### config.mk
export PLATFORM = sky130hd
export DESIGN_NAME = osw_len_queue_mc
export DESIGN_NICKNAME = d
export VERILOG_FILES = /design/src/rtl/osw_len_queue_mc.sv
export SDC_FILE = /design/constraint.sdc
export NUM_CORES = 1
export LEC_CHECK = 0
export BUFFER_PORTS_ARGS = -buffer_cell sky130_fd_sc_hd__buf_2
export CAP_MARGIN = 20
export CORE_MARGIN = 4
export CORE_UTILIZATION = 24
export DETAILED_ROUTE_END_ITERATION = 8
export SETUP_SLACK_MARGIN = 0.2
export SKIP_LAST_GASP = 1
export SLEW_MARGIN = 20
export SYNTH_ARGS = -nofsm -noshare
export SYNTH_HDL_FRONTEND = slang
export SYNTH_SLANG_ARGS = --single-unit
export TNS_END_PERCENT = 10
### constraint.sdc
create_clock -name clk -period 5.7 [get_ports clk]
set_input_delay 0 -clock clk [delete_from_list [all_inputs] [get_ports clk]]
set_output_delay 0 -clock clk [all_outputs]
set_load 0.005 [all_outputs]
### src/rtl/osw_len_queue_mc.sv
// osw_len_queue_mc: per-channel queues of transfer lengths, split into
// bursts of at most BURST_BYTES and round-robined onto one registered
// output stream.
// Build option: define OSW_LEN_QUEUE_ZERO_DROP_EN to discard accepted
// zero-length entries at the FIFO input. Without it, a zero-length entry
// emits one burst with o_len=0 and o_last=1.
//
// Handshakes: a transfer happens on a rising clk edge where valid and ready
// are both high. The producer holds data stable while valid is high and
// ready is low. Output fields never change while o_valid=1 and o_ready=0.
// The output register FSM state is visible on o_valid: HELD=1, EMPTY=0.
module osw_len_queue_mc #(
  parameter int N_CHANNELS  = 2,
  parameter int LEN_BITS    = 32,
  parameter int DEPTH       = 16,
  parameter int BURST_BYTES = 4096,
  localparam int CH_BITS    = (N_CHANNELS > 1) ? $clog2(N_CHANNELS) : 1,
  localparam int FILL_BITS  = $clog2(DEPTH) + 1
) (
  input  logic                            clk,
  input  logic                            rst,
  input  logic [N_CHANNELS*LEN_BITS-1:0]  i_data,
  input  logic [N_CHANNELS-1:0]           i_valid,
  output logic [N_CHANNELS-1:0]           i_ready,
  output logic [LEN_BITS-1:0]             o_len,
  output logic [CH_BITS-1:0]              o_chan,
  output logic                            o_last,
  output logic                            o_valid,
  input  logic                            o_ready,
  output logic [N_CHANNELS*FILL_BITS-1:0] o_fill
);

  localparam int AW = $clog2(DEPTH);
  localparam logic [LEN_BITS-1:0]  BURST_L = LEN_BITS'(BURST_BYTES);
  localparam logic [FILL_BITS-1:0] DEPTH_F = FILL_BITS'(DEPTH);

  typedef enum logic {
    OUT_EMPTY = 1'b0,
    OUT_HELD  = 1'b1
  } out_state_e;

  // Per-channel FIFO storage and pointers (one extra bit to tell full from empty)
  logic [LEN_BITS-1:0]  mem_q    [N_CHANNELS][DEPTH];
  logic [FILL_BITS-1:0] wr_ptr_q [N_CHANNELS];
  logic [FILL_BITS-1:0] wr_ptr_d [N_CHANNELS];
  logic [FILL_BITS-1:0] rd_ptr_q [N_CHANNELS];
  logic [FILL_BITS-1:0] rd_ptr_d [N_CHANNELS];
  logic [FILL_BITS-1:0] fill     [N_CHANNELS];
  logic [N_CHANNELS-1:0] push;
  logic [N_CHANNELS-1:0] pop;

  // Current slot per channel: bytes still to be issued for the head entry
  logic [LEN_BITS-1:0]   rem_q [N_CHANNELS];
  logic [LEN_BITS-1:0]   rem_d [N_CHANNELS];
  logic [N_CHANNELS-1:0] active_q;
  logic [N_CHANNELS-1:0] active_d;

  // Arbiter pointer and output register
  logic [CH_BITS-1:0]  rr_ptr_q, rr_ptr_d;
  out_state_e          state_q, state_d;
  logic [LEN_BITS-1:0] len_q, len_d;
  logic [CH_BITS-1:0]  chan_q, chan_d;
  logic                last_q, last_d;

  // FIFO bookkeeping: fill, ready, push/pop decisions and pointer updates
  always_comb begin
    for (int c = 0; c < N_CHANNELS; c++) begin
      fill[c]    = wr_ptr_q[c] - rd_ptr_q[c];
      i_ready[c] = (fill[c] < DEPTH_F);
`ifdef OSW_LEN_QUEUE_ZERO_DROP_EN
      // Zero-length entries complete the handshake but are never stored.
      push[c]    = i_valid[c] && (fill[c] < DEPTH_F) &&
                   (i_data[c*LEN_BITS +: LEN_BITS] != '0);
`else
      push[c]    = i_valid[c] && (fill[c] < DEPTH_F);
`endif
      // A slot reloads only once it has gone idle, so reload costs one cycle.
      pop[c]     = !active_q[c] && (fill[c] != '0);
      wr_ptr_d[c] = wr_ptr_q[c] + FILL_BITS'(push[c]);
      rd_ptr_d[c] = rd_ptr_q[c] + FILL_BITS'(pop[c]);
      o_fill[c*FILL_BITS +: FILL_BITS] = fill[c];
    end
  end

  // Slot loading, round-robin grant and output register next state
  always_comb begin
    logic               may_load;
    logic               found;
    logic [CH_BITS-1:0] gnt;
    logic [CH_BITS-1:0] cand;
    logic [LEN_BITS-1:0] burst;
    logic               last;
    int                 idx;

    rem_d    = rem_q;
    active_d = active_q;
    rr_ptr_d = rr_ptr_q;
    state_d  = state_q;
    len_d    = len_q;
    chan_d   = chan_q;
    last_d   = last_q;
    may_load = (state_q == OUT_EMPTY) || o_ready;
    found    = 1'b0;
    gnt      = '0;
    cand     = '0;
    burst    = '0;
    last     = 1'b0;
    idx      = 0;

    // First active channel at or after rr_ptr, wrapping.
    for (int i = 0; i < N_CHANNELS; i++) begin
      idx  = (int'(rr_ptr_q) + i) % N_CHANNELS;
      cand = CH_BITS'(idx);
      if (!found && active_q[cand]) begin
        found = 1'b1;
        gnt   = cand;
      end
    end

    // Pop and grant never hit the same channel: pop needs an idle slot.
    for (int c = 0; c < N_CHANNELS; c++) begin
      if (pop[c]) begin
        rem_d[c]    = mem_q[c][rd_ptr_q[c][AW-1:0]];
        active_d[c] = 1'b1;
      end
    end

    if (may_load) begin
      if (found) begin
        last  = (rem_q[gnt] <= BURST_L);
        burst = last ? rem_q[gnt] : BURST_L;
        rem_d[gnt] = rem_q[gnt] - burst;
        if (last) begin
          active_d[gnt] = 1'b0;
        end
        if (int'(gnt) == N_CHANNELS - 1) begin
          rr_ptr_d = '0;
        end else begin
          rr_ptr_d = gnt + CH_BITS'(1);
        end
        state_d = OUT_HELD;
        len_d   = burst;
        chan_d  = gnt;
        last_d  = last;
      end else begin
        state_d = OUT_EMPTY;
      end
    end
  end

  // FIFO storage writes (contents need no reset; pointers define validity)
  always_ff @(posedge clk) begin
    for (int c = 0; c < N_CHANNELS; c++) begin
      if (push[c]) begin
        mem_q[c][wr_ptr_q[c][AW-1:0]] <= i_data[c*LEN_BITS +: LEN_BITS];
      end
    end
  end

  // State registers; reset drops every queued and in-flight length
  always_ff @(posedge clk or posedge rst) begin
    if (rst) begin
      for (int c = 0; c < N_CHANNELS; c++) begin
        wr_ptr_q[c] <= '0;
        rd_ptr_q[c] <= '0;
        rem_q[c]    <= '0;
      end
      active_q <= '0;
      rr_ptr_q <= '0;
      state_q  <= OUT_EMPTY;
      len_q    <= '0;
      chan_q   <= '0;
      last_q   <= 1'b0;
    end else begin
      for (int c = 0; c < N_CHANNELS; c++) begin
        wr_ptr_q[c] <= wr_ptr_d[c];
        rd_ptr_q[c] <= rd_ptr_d[c];
        rem_q[c]    <= rem_d[c];
      end
      active_q <= active_d;
      rr_ptr_q <= rr_ptr_d;
      state_q  <= state_d;
      len_q    <= len_d;
      chan_q   <= chan_d;
      last_q   <= last_d;
    end
  end

  assign o_valid = (state_q == OUT_HELD);
  assign o_len   = len_q;
  assign o_chan  = chan_q;
  assign o_last  = last_q;

endmodule

==> results.md <==
* Status: complete, no violations
* Total area of sequential cells at 33820 sq um
* Relative slew slack at 32.50%
* Final ANT Viol Nets at 0
* Post-cts resize count at 0
* Max_cap viols at 0
* DRC errors left at 0
* Total number of vias at 22518
* Clock net sink count at 1146
* Peak supply drop at 0.3122 mV
* Crit path required time at 6.11 ns
* Gr ovfl total at 0
* Hold Path Depth at 3
* Yosys top cell by area: edfxtp_1
* Synth Area in Compound Gates at 2.588%
* Root buf cell: clkbuf_16
* Setup tns final at 0 ns
* Post-Synth XOR/XNOR Area at 0.5431%
* Initial antenna violation count at 22
* Critical path destination: mem_q[0][272]
* Register bit total from synthesis at 1146
* Hold WS at 0.009984 ns
* Cell area after synthesis at 45160 sq um
* Latest clock arrival within the worst-skew pair at 0.74 ns
* TritonCTS clock tree: done
* Register area share after synthesis at 74.86%
* Post-CTS setup buffers at 0
* Final setup fails at 0
* Clock Path Buffers at 3
* Clock period minus worst slack at 4.159 ns
* Highest net fanout along the worst path at 24
* Unrepaired setup endpoints after global routing: no
* Cells after DPL at 4728
* Die outline width at 441.8 um
* NumNets Final at 2515
* Vias in the first global route at 22792
* Die ar. at 195200 sq um
* Fillers at 18212
* IO Count at 116
* F_max at 0.2405 GHz
* Final hold vios at 0
* Area grow syn2layout at 18.84%
* Vias/cell at 4.492
* Ratio of final minimum period to clock period at 72.96%
* Synth Area per Inst at 20.81 sq um
* Clock Pin Slew Worst Setup and Hold Paths at 0.07 ns
* CP startpoint kind: flop
* Hold Crit Start: o_ready
* Gr usage total at 11.30%
* Setup WS pre-CTS at 1.484 ns
* Worst Reg-to-Reg Cells at 9
* Top FF cell, synth: edfxtp_1
* Worst-Margin Slew at 1.010 ns
* Area share of the largest cell type after synthesis at 68.10%
* Layout cells sized above 1 at 29.71%
* Dpl hpwl at 69.72 mm
* First-pass GRT wire length at 164.3 mm
* DRT iter0 DRCs at 2288
* Post-Synthesis Cells at 2170
* Post-synthesis mux area share at 16.75%
* Adder-Cell Fraction of Synth Area at 0.5597%
* Ys async rst share at 10.65%
* Largest net degree at the start of global routing at 132
* Worst Hold Class: input port to flop
* Drt total wl at 113.0 mm
* Worst Path Arrival at 4.57 ns
* Count of cell types in the netlist at 75
* Area of the core at 186200 sq um
* Reg-to-Reg Start: rd_ptr_q[5]
* Commonest cells after routing, fill and taps aside: edfxtp_1, mux4_2, dfrtp_1, buf_2, clkbuf_16
* Number of flops mapped to enable cells by yosys at 1024
* YS warnings at 0
* Crit path kind: flop to flop
* R2r setup slk at 1.54 ns
* Die Ht at 441.8 um
* Setup crit start: rd_ptr_q[5]
* CTS H-Tree Depth at 3
* I/O Buffers at 115
* Commonest non-fill, non-tap cell in the layout: edfxtp_1
* Largest family of logic cells by synthesized area: multiplexers
* Syn nets at 2258
* Worst r2r dst: mem_q[0][272]
* Final Max Slew Viols at 0
* CTS Buf Count at 109
* Synth area leaders: edfxtp_1, mux4_2, dfrtp_1
* Row Count at 158
* Leakage at 0.01678 uW
* Wire per inst at 22.54 um
* Simple-gate share of the synthesized area at 3.522%
* DR pass1 iterations at 5
* CTS Hold Bufs at 68
* CP endpoint kind: flop
* Worst setup margin at 1.541 ns
* Initial core utilization at 24.25%
* Clk_skew at 0.06994 ns
* Footprint of the multi-input gates at 11070 sq um
* P per Cell Area at 374.8 nW/um^2
* GP Congestion at 0.8069
* Non-Filler Instances at 5013
[stage by stage]
stage | power (uW) | utilization (%) | area (sq um)
5_1_grt | 20900 | 28.81 | 53650
3_3_place_gp | 12790 | 26.46 | 49270
4_1_cts | 20350 | 28.80 | 53640
2_1_floorplan | 11640 | - | 45160
3_5_place_dp | 12830 | 26.46 | 49270
6_report | 20110 | 28.82 | 53660
[synthesized netlist by cell type, types with 3 or more instances]
cell / number
a211o_1: 3
a211oi_1: 12
a21boi_0: 3
a21o_1: 4
a21oi_1: 18
a21oi_2: 4
a221oi_1: 3
a22o_1: 12
a2bb2oi_1: 5
a311oi_1: 6
a31oi_1: 5
a32oi_1: 4
and2_1: 24
and3_1: 18
buf_1: 42
buf_2: 8
clkbuf_1: 61
dfrtp_1: 122
edfxtp_1: 1024
ha_1: 17
inv_1: 21
mux2_2: 10
mux2i_1: 29
mux4_2: 318
nand2_1: 63
nand2b_1: 9
nand3_1: 20
nand4_1: 8
nor2_1: 88
nor3_1: 61
nor4_1: 8
o21a_1: 3
o21ai_0: 22
o22ai_1: 17
o31ai_1: 17
or3_1: 10
xnor2_1: 18
xor2_1: 10
[layout make-up]
type / instances / area share [%]
Sequential cell: 1146 / 63.02
Clock inverter: 80 / 1.569
Clock buffer: 128 / 5.311
Tap cell: 2480 / 5.783
Antenna cell: 9 / 0.04197
Multi-Input combinational cell: 888 / 20.63
Inverter: 24 / 0.1772
Timing Repair Buffer: 258 / 3.460
[worst max-delay path, stage by stage (launching register included)]
cell and delay (ns):
dfrtp_4 0.68, ha_1 0.30, fa_1 0.40, nand2b_1 0.16
a21oi_1 0.15, xnor2_1 0.23, and2_1 0.28, nand3_1 0.33
nor2_4 0.90, buf_4 0.38
[flip-flops by register name (all words and copies together) (netlist names)]
register,flops
o_chan,1
o_last,1
rd_ptr_q,10
o_valid,1
o_len,32
mem_q,1024
wr_ptr_q,10
rr_ptr_q,1
active_q,2
rem_q,64
[cells by family (layout without fill, tap and decap cells)]
family          count (synthesis)  in the layout
compound gates                159            159
buf+inv                       136            490
mux                           357            357
xor+xnor                       28             28
other cells                     1             10
simple gates                  324            324
fa+ha+maj                      19             19
flops                        1146           1146
[report_power, final]
part           total, uW  internal (uW)  leakage, uW  switching, uW
Clock               7450           4240      0.00180           3210
Sequential         10400           9970       0.0107            405
Combinational       2300            740      0.00428           1560
[routing by layer]
layer / GRT usage (%) / vias to the layer above / part of all wire (%)
li1: - / 9567 / -
met1: 15.16 / 12061 / 42
met2: 18.32 / 705 / 48
met3: 2.315 / 179 / 6.3
met4: 3.724 / 6 / 3.4
met5: 0 / - / 0.035
[how the worst min path moves through the flow]
stage,endpoint
floorplan,mem_q[0][0]
global placement,o_len[16]
detailed placement,o_len[13]
CTS,o_valid
global route,o_valid
finish,o_valid
Note: power is estimated with default switching activity, not from simulation.
